--- config.mk ---
export PLATFORM = sky130hd
export DESIGN_NAME = branch_resolve
export DESIGN_NICKNAME = d
export VERILOG_FILES = /design/src/rtl/branch_resolve.sv
export SDC_FILE = /design/constraint.sdc
export NUM_CORES = 1
export LEC_CHECK = 0
export ABC_AREA = 1
export BUFFER_PORTS_ARGS = -buffer_cell sky130_fd_sc_hd__buf_2
export CAP_MARGIN = 0
export CORE_MARGIN = 4
export CORE_UTILIZATION = 55
export DETAILED_ROUTE_END_ITERATION = 7
export PLACE_DENSITY = 0.76
export SLEW_MARGIN = 15
export SYNTH_ARGS = -nofsm -noshare
export SYNTH_HDL_FRONTEND = slang
export SYNTH_SLANG_ARGS = --single-unit
--- constraint.sdc ---
create_clock -name clk -period 5.5 [get_ports clk]
set_input_delay 0.825 -clock clk [delete_from_list [all_inputs] [get_ports clk]]
set_output_delay 0.825 -clock clk [all_outputs]
set_load 0.01 [all_outputs]
--- src/rtl/branch_resolve.sv ---
// Tracks in-flight predicted conditional branches and resolves them in order,
// producing predictor updates and mispredict flush/redirect pulses.
module branch_resolve #(
  parameter int DEPTH = 4,
  parameter int PCW   = 64
) (
  input  logic                         clk,
  input  logic                         reset,
  input  logic                         pred_valid,
  input  logic                         pred_guess,
  input  logic [PCW-1:0]               pred_alt_pc,
  output logic                         pred_ready,
  input  logic                         res_valid,
  input  logic                         res_taken,
  output logic                         upd_en,
  output logic                         upd_branch,
  output logic                         flush,
  output logic [PCW-1:0]               redirect_pc,
  output logic [$clog2(DEPTH+1)-1:0]   count,
  output logic                         ovf_err,
  output logic                         unf_err,
  output logic                         dbg_state
);

  localparam int PTRW = (DEPTH > 1) ? $clog2(DEPTH) : 1;
  localparam int CNTW = $clog2(DEPTH+1);
  localparam logic [CNTW-1:0] FULL = CNTW'(DEPTH);
  localparam logic RUN   = 1'b0;
  localparam logic FLUSH = 1'b1;

  logic            guess_mem [DEPTH];
  logic [PCW-1:0]  alt_mem   [DEPTH];

  logic            state_q, state_d;
  logic [PTRW-1:0] wr_ptr_q, wr_ptr_d, rd_ptr_q, rd_ptr_d;
  logic [CNTW-1:0] count_q, count_d;
  logic            upd_en_q, upd_en_d, upd_branch_q, upd_branch_d;
  logic            flush_q, flush_d;
  logic [PCW-1:0]  redirect_q, redirect_d;
  logic            ovf_q, ovf_d, unf_q, unf_d;

  logic            head_guess;
  logic [PCW-1:0]  head_alt;
  logic            pop, mispredict, push;

  // Handshake: a push is taken on a rising edge when pred_valid && pred_ready;
  // a resolve is taken when res_valid && count != 0 (there is no res_ready).
  assign pred_ready = (state_q == RUN) && (count_q != FULL);

  always_comb begin
    head_guess = guess_mem[rd_ptr_q];
    head_alt   = alt_mem[rd_ptr_q];
    pop        = res_valid && (count_q != '0);
    mispredict = pop && (res_taken != head_guess);
    // A push in the same cycle as a mispredict is on the wrong path.
    push       = pred_valid && pred_ready && !mispredict;

    state_d      = mispredict ? FLUSH : RUN;
    wr_ptr_d     = wr_ptr_q;
    rd_ptr_d     = rd_ptr_q;
    count_d      = count_q;
    upd_en_d     = pop;
    upd_branch_d = pop ? res_taken : 1'b0;
    flush_d      = mispredict;
    redirect_d   = mispredict ? head_alt : redirect_q;
    ovf_d        = ovf_q | (pred_valid && (state_q == RUN) && (count_q == FULL));
    unf_d        = unf_q | (res_valid && (count_q == '0));

    if (mispredict) begin
      rd_ptr_d = wr_ptr_q;
      count_d  = '0;
    end else begin
      if (push) wr_ptr_d = wr_ptr_q + PTRW'(1);
      if (pop)  rd_ptr_d = rd_ptr_q + PTRW'(1);
      count_d = count_q + CNTW'(push) - CNTW'(pop);
    end
  end

  always_ff @(posedge clk) begin
    if (push) begin
      guess_mem[wr_ptr_q] <= pred_guess;
      alt_mem[wr_ptr_q]   <= pred_alt_pc;
    end
  end

  always_ff @(posedge clk or posedge reset) begin
    if (reset) begin
      state_q      <= RUN;
      wr_ptr_q     <= '0;
      rd_ptr_q     <= '0;
      count_q      <= '0;
      upd_en_q     <= 1'b0;
      upd_branch_q <= 1'b0;
      flush_q      <= 1'b0;
      redirect_q   <= '0;
      ovf_q        <= 1'b0;
      unf_q        <= 1'b0;
    end else begin
      state_q      <= state_d;
      wr_ptr_q     <= wr_ptr_d;
      rd_ptr_q     <= rd_ptr_d;
      count_q      <= count_d;
      upd_en_q     <= upd_en_d;
      upd_branch_q <= upd_branch_d;
      flush_q      <= flush_d;
      redirect_q   <= redirect_d;
      ovf_q        <= ovf_d;
      unf_q        <= unf_d;
    end
  end

  assign upd_en      = upd_en_q;
  assign upd_branch  = upd_branch_q;
  assign flush       = flush_q;
  assign redirect_pc = redirect_q;
  assign count       = count_q;
  assign ovf_err     = ovf_q;
  assign unf_err     = unf_q;
  assign dbg_state   = state_q;

endmodule

## After elaboration in Yosys (flattened, before gate mapping)

Memory sizes are Yosys's and may differ from the RTL's. A register that Yosys moved wholly into a read port is not among the register bits.
Index checks and enable logic that the tools add are counted.

- Add/sub/neg operators: 4
- Equality and inequality tests: 3
- Multiplexer cells: 7
- Bitwise gates (word level): 4
- Reduce and logical (&&, ||, !) cells: 13

Operator list:

| kind | count |
|---|---|
| 1-bit logical AND | 8 |
| 2-bit by 1-bit adder with 2-bit output, second input constant | 2 |
| 1-bit 2-to-1 mux | 4 |
| 2-bit 2-to-1 mux | 2 |
| 3-bit by 1-bit adder with 3-bit output | 1 |
| 3-bit == test, second input constant | 1 |
| 3-bit logical NOT | 1 |
| 3-bit 2-to-1 mux | 1 |
| 3-bit != test, second input constant | 1 |
| 3-bit nonzero test | 1 |
| 3-bit by 1-bit subtractor with 3-bit output | 1 |
| 1-bit NOT | 2 |
| 1-bit OR | 2 |
| 2-bit AND reduction | 1 |
| 2-bit nonzero test | 1 |
| 1-bit logical NOT | 1 |
| 1-bit != test | 1 |

- Bits in registers: 13
- Bits in writable memories: 260
- Input bits: 70
- Output and inout bits: 74
- Logic and storage cells: 42
- Memories kept: 2

Memory list:

| name | words | bits a word | rd ports | clocked after Yosys merged registers in | write ports | RTL line | text |
|---|---|---|---|---|---|---|---|
| alt_mem | 4 | 64 | 1 | 1 | 1 | 32 | `logic [PCW-1:0] alt_mem [DEPTH];` |
| guess_mem | 4 | 1 | 1 | 0 | 1 | 31 | `logic guess_mem [DEPTH];` |

## Longest topological paths before layout

- Word-level depth: 8
- Depth in mapped cells: 17
- Gate-level depth less buffers: 15

## Least setup slack after synthesis

Ideal clock, no wire load.

- Kind: in2reg
- From: input port res_valid
- To: memory alt_mem[0][0] (enable)
- Setup time: 0.488 ns
- Arrival time: 4.159 ns
- Path slack: 0.853 ns
- Cell stages on the path: 6
- Path buffers: 1
- Cell sequence: nand2_1 -> inv_2 -> nand3_4 -> buf_2 -> nand2_2 -> nor2_1

- Longest elaborated chain between the ends: 6

Ends and longest elaborated chain:

| what | RTL line | text |
|---|---|---|
| start: declaration | 13 | `input logic res_valid,` |
| 1-bit logical AND | 53 | `pop = res_valid && (count_q != '0);` |
| named net pop | 44 | `logic pop, mispredict, push;` |
| 1-bit logical AND | 54 | `mispredict = pop && (res_taken != head_guess);` |
| 1-bit logical NOT | 56 | `push = pred_valid && pred_ready && !mispredict;` |
| 1-bit logical AND | 56 |  |
| 1-bit 2-to-1 mux | 80 | `if (push) begin` |
| 1-bit 2-to-1 mux (not written as such) | 82 | `alt_mem[wr_ptr_q] <= pred_alt_pc;` |
| end: declaration | 32 |  |

The timed path passes the listed nets, and every way through them passes these cells.

## Final worst setup path

- From: register rd_ptr_q[0]
- To: register count_q[1] (netlist: count[1])

- Longest elaborated chain between the ends: 8

Ends and longest elaborated chain:

| what | RTL line | text |
|---|---|---|
| start: declaration | 35 | `logic [PTRW-1:0] wr_ptr_q, wr_ptr_d, rd_ptr_q, rd_ptr_d;` |
| start signal: assignment | 101 | `rd_ptr_q <= rd_ptr_d;` |
| memory 4 x 1 bit (*) | - |  |
| 1-bit != test (*) | 54 |  |
| 1-bit logical AND (*) | 54 |  |
| 1-bit logical NOT | 56 |  |
| 1-bit logical AND | 56 |  |
| 3-bit by 1-bit adder with 3-bit output | 75 | `count_d = count_q + CNTW'(push) - CNTW'(pop);` |
| 3-bit by 1-bit subtractor with 3-bit output | 75 |  |
| 3-bit 2-to-1 mux (*) | 69 | `if (mispredict) begin` |
| named net count_d[1] | 36 | `logic [CNTW-1:0] count_q, count_d;` |
| end signal: assignment | 102 | `count_q <= count_d;` |
| end: declaration | 36 |  |

Mark *: on every way through the listed nets, which the timed path passes. The rest lies on a longest branch.
A chain may end at the register's enable or synchronous reset.

==> summary.txt <==
Pwr
  • Comb power frac: 0.283
  • Internal power: between 0.005 and 0.006 W
  • Sw Share: 0.340
  • Sequential power share: 0.453
  • Pleak: approximately 5.8 nW
  • Worst vdd ir: approximately 0.00031 V
  • Sw Pwr: roughly 0.0027 W
  • Pwr per Cell Area: between 500 and 600 nW/µm²
  • Clock power share: 0.263

Clock network
  • H-tree levels: 2
  • Root Driver: clkbuf_16
  • CTS Sinks: 336
  • Maximum clock path buffer count: 3
  • Clock Latency Late Sink: 510 ps
  • Cts hold-fix bufs: 0
  • CTS tree: built
  • Post-CTS Setup Bufs: 0
  • TritonCTS Buffers: 34
  • CTS clk-pin slew, worst paths: ~60 ps
  • Post-cts sizing count: 0

STA
  • Clk_skew: approximately 22 ps
  • Worst slew pin tran: about 940 ps
  • Setup_tns: 0 ps
  • Period utilization: 0.657
  • Fmax: ~280 MHz
  • Max Slew Vio Count: 0
  • Min Hold Slack: between 400 and 500 ps
  • Relative slew slack: 0.374
  • Final min period: approximately 3600 ps
  • Final-report setup violation count: 0
  • Final Hold Vio Count: 0
  • RSZ-0062 raised after global routing: false
  • Final worst slack: about 1900 ps

Die
  • Starting Density: 0.559
  • Die area: 25,500 µm²
  • Io pins: 144
  • Core Box Area: about 23,000 µm²
  • Row count: 55
  • Die Span X: approximately 160 µm
  • Die Y: 160 µm

Critical path
  • Worst setup SP type: flip-flop
  • Register-to-register setup slack: between 1500 and 2000 ps
  • Critical Path Fanout Max: 70
  • Worst path required time: between 5000 and 6000 ps
  • Reg2Reg Depth: 10
  • Critical path type: reg2reg
  • Reg-to-Reg Start: rd_ptr_q[0]
  • CP Capture Type: flip-flop
  • RR Endpoint: count[1]
  • Arrival @ worst endpoint: roughly 4100 ps

Global routing
  • Total track usage: 0.208
  • Grt peak-use layer: met2
  • Initial antenna violation count: 6
  • Met3 GRT Util: 0.0457
  • Global Route met2 Usage: 0.348
  • Grt total ovfl: 0
  • Largest net degree at the start of global routing: 89
  • Vias in the first global route: slightly below 8,000
  • First-pass GRT wire length: 42,100 µm
  • Grt met1 use: 0.276

Cells and area
  • Design area: around 15,000 µm²
  • # fillers: approximately 1,600
  • Reg area: 9710 µm²
  • Post-Layout Cell Count: between 1,000 and 1,500
  • Share of layout cells above drive strength 1: 0.188
  • Multi-input logic area: roughly 2600 µm²
  • Syn-to-layout area delta: 15.8%
  • Final #Nets: approximately 1,200

Placed design
  • I/O Buffers: ~140
  • GP Congestion: about 0.79
  • Cell Area, Placed: around 14,000 µm²
  • Placed Instances: roughly 1,400
  • Post-Place Worst Slack: between 1500 and 2000 ps
  • DP Wirelength: ~15,000 µm

Routing
  • Wirelength per Cell: approximately 19 µm
  • Iteration-0 DRC Markers: between 600 and 700
  • DRT antenna net count: 0
  • Router iterations before antenna repair: 5
  • DRC: 0
  • DR vias: 7,935
  • Routed WL: roughly 27,000 µm
  • Post-DR vias/cell: 5.56

Job
  • Max Cap Viol: 0

Synthesis
  • Syn_nets: ~1,100
  • Synth Instances: slightly below 1,000
  • Sequential area share after synthesis: 0.767
  • Number of synthesized register bits: roughly 340
  • Mapped Area: 12,700 µm²
  • Post-Syn Area per Cell: between 10 and 15 µm²
  • Ys Warns: 0
  • Number of distinct library cells after synthesis: 26

Min path
  • Hold Path Sink: ovf_err
  • Hold wc startpoint: ovf_err
  • WHS Path Cells: 1
  • Hold WC Path Type: reg2reg

Run status
  • Status: finished, final reports clean
[metrics by stage]
stage,total power (W),utilization
after detailed placement,0.00601,0.601
after CTS,0.00816,0.647
final,0.00808,0.647
after global placement,0.00592,0.601
after global routing,0.00858,0.647
after floorplan,0.00521,-
[state kept, by name, indices dropped and copies added, names as in the netlist]
name,cells
alt_mem,256
count,3
flush,1
guess_mem,4
ovf_err,1
rd_ptr_q,2
redirect_pc,64
unf_err,1
upd_branch,1
upd_en,1
wr_ptr_q,2
[how the worst max path moves through the flow]
stage               slack [ps]        start             to
floorplan                  850    res_valid  alt_mem[0][0]
global placement          1960  rd_ptr_q[0]       count[1]
detailed placement        1880  rd_ptr_q[0]       count[1]
CTS                       1880  rd_ptr_q[0]       count[1]
global route              1640  rd_ptr_q[0]       count[1]
finish                    1890  rd_ptr_q[0]       count[1]
[synthesized netlist by cell type]
| library cell | count | area (µm²) |
|---|---|---|
| o21ai_0 | 129 | 646 |
| inv_2 | 2 | 7.51 |
| a21oi_1 | 1 | 5.00 |
| o22ai_1 | 64 | 400 |
| dfrtp_1 | 76 | 1900 |
| a21o_1 | 1 | 7.51 |
| ha_1 | 6 | 75.1 |
| nand3_4 | 1 | 17.5 |
| inv_4 | 1 | 6.26 |
| o21bai_1 | 1 | 7.51 |
| nand2_1 | 211 | 792 |
| buf_2 | 13 | 65.1 |
| nor3_1 | 2 | 10.0 |
| buf_6 | 5 | 56.3 |
| inv_1 | 20 | 75.1 |
| nand3_1 | 7 | 35.0 |
| clkbuf_1 | 36 | 135 |
| buf_1 | 2 | 7.51 |
| nand2_2 | 2 | 12.5 |
| buf_4 | 2 | 15.0 |
| nor2_1 | 135 | 507 |
| nand3_2 | 1 | 10.0 |
| or2_1 | 1 | 6.26 |
| edfxtp_1 | 260 | 7810 |
| xnor2_1 | 3 | 26.3 |
| fa_1 | 1 | 20.0 |
[metal layers]
layer	vias to the layer above	routed length, µm	share of wire
met5	-	52	0.0020
met4	8	603	0.023
met3	52	1990	0.075
met2	277	13000	0.49
met1	3873	10900	0.41
li1	3725	-	-
[cell usage in the layout, fill, tap and decap left out]
master | synthesis | routed
buf_4 | 2 | 8
or2_1 | 1 | 1
clkinv_1 | 0 | 2
dfrtp_2 | 0 | 1
a21oi_1 | 1 | 1
edfxtp_1 | 260 | 260
clkinv_2 | 0 | 6
clkinv_8 | 0 | 2
inv_1 | 20 | 18
clkbuf_8 | 0 | 1
nand2_1 | 211 | 211
o21bai_1 | 1 | 1
nand2_2 | 2 | 2
nor2_1 | 135 | 131
nand3_2 | 1 | 1
inv_6 | 0 | 1
nand3_4 | 1 | 1
dfrtp_1 | 76 | 74
diode_2 | 0 | 1
a21o_1 | 1 | 1
nand3_1 | 7 | 7
ha_1 | 6 | 6
xnor2_1 | 3 | 3
nor2_4 | 0 | 4
clkbuf_1 | 36 | 15
buf_12 | 0 | 3
dfrtp_4 | 0 | 1
o22ai_1 | 64 | 64
inv_2 | 2 | 3
inv_4 | 1 | 1
o21ai_0 | 129 | 129
fa_1 | 1 | 1
nor3_1 | 2 | 2
clkbuf_16 | 0 | 36
buf_2 | 13 | 143
[power by group through the flow]
stage          clock network, W  logic (W)  registers [W]
3_5_place_dp                  0    0.00230        0.00371
2_1_floorplan                 0    0.00148        0.00374
3_3_place_gp                  0    0.00223        0.00370
6_report                0.00213    0.00229        0.00366
4_1_cts                 0.00217    0.00233        0.00367
5_1_grt                 0.00229    0.00256        0.00372
[cell type report]
cell class	count	area share
Antenna cell	1	0.000171
Multi-Input combinational cell	566	0.178
Timing Repair Buffer	154	0.0570
Inverter	23	0.00640
Sequential cell	336	0.663
Clock buffer	52	0.0663
Clock inverter	10	0.00478
Tap cell	285	0.0243
[worst max-delay path, stage by stage (launching register included)]
cell and delay (ps):
dfrtp_4 680, inv_4 480, nand2_1 90, nand3_1 120, nand3_2 140, nand3_4 110
buf_4 670, inv_2 480, buf_4 420, or2_1 270, inv_1 50
[cell families (layout without fill, tap and decap cells)]
kind of cell | Yosys count | after routing | share of synthesized area
fa+ha+maj | 7 | 7 | 0.00751
flops | 336 | 336 | 0.767
xor+xnor | 3 | 3 | 0.00208
compound gates | 196 | 196 | 0.0842
buf+inv | 81 | 239 | 0.0291
simple gates | 360 | 360 | 0.110
other cells | 0 | 1 | 0
No activity file was read; power rests on OpenSTA's default activity.
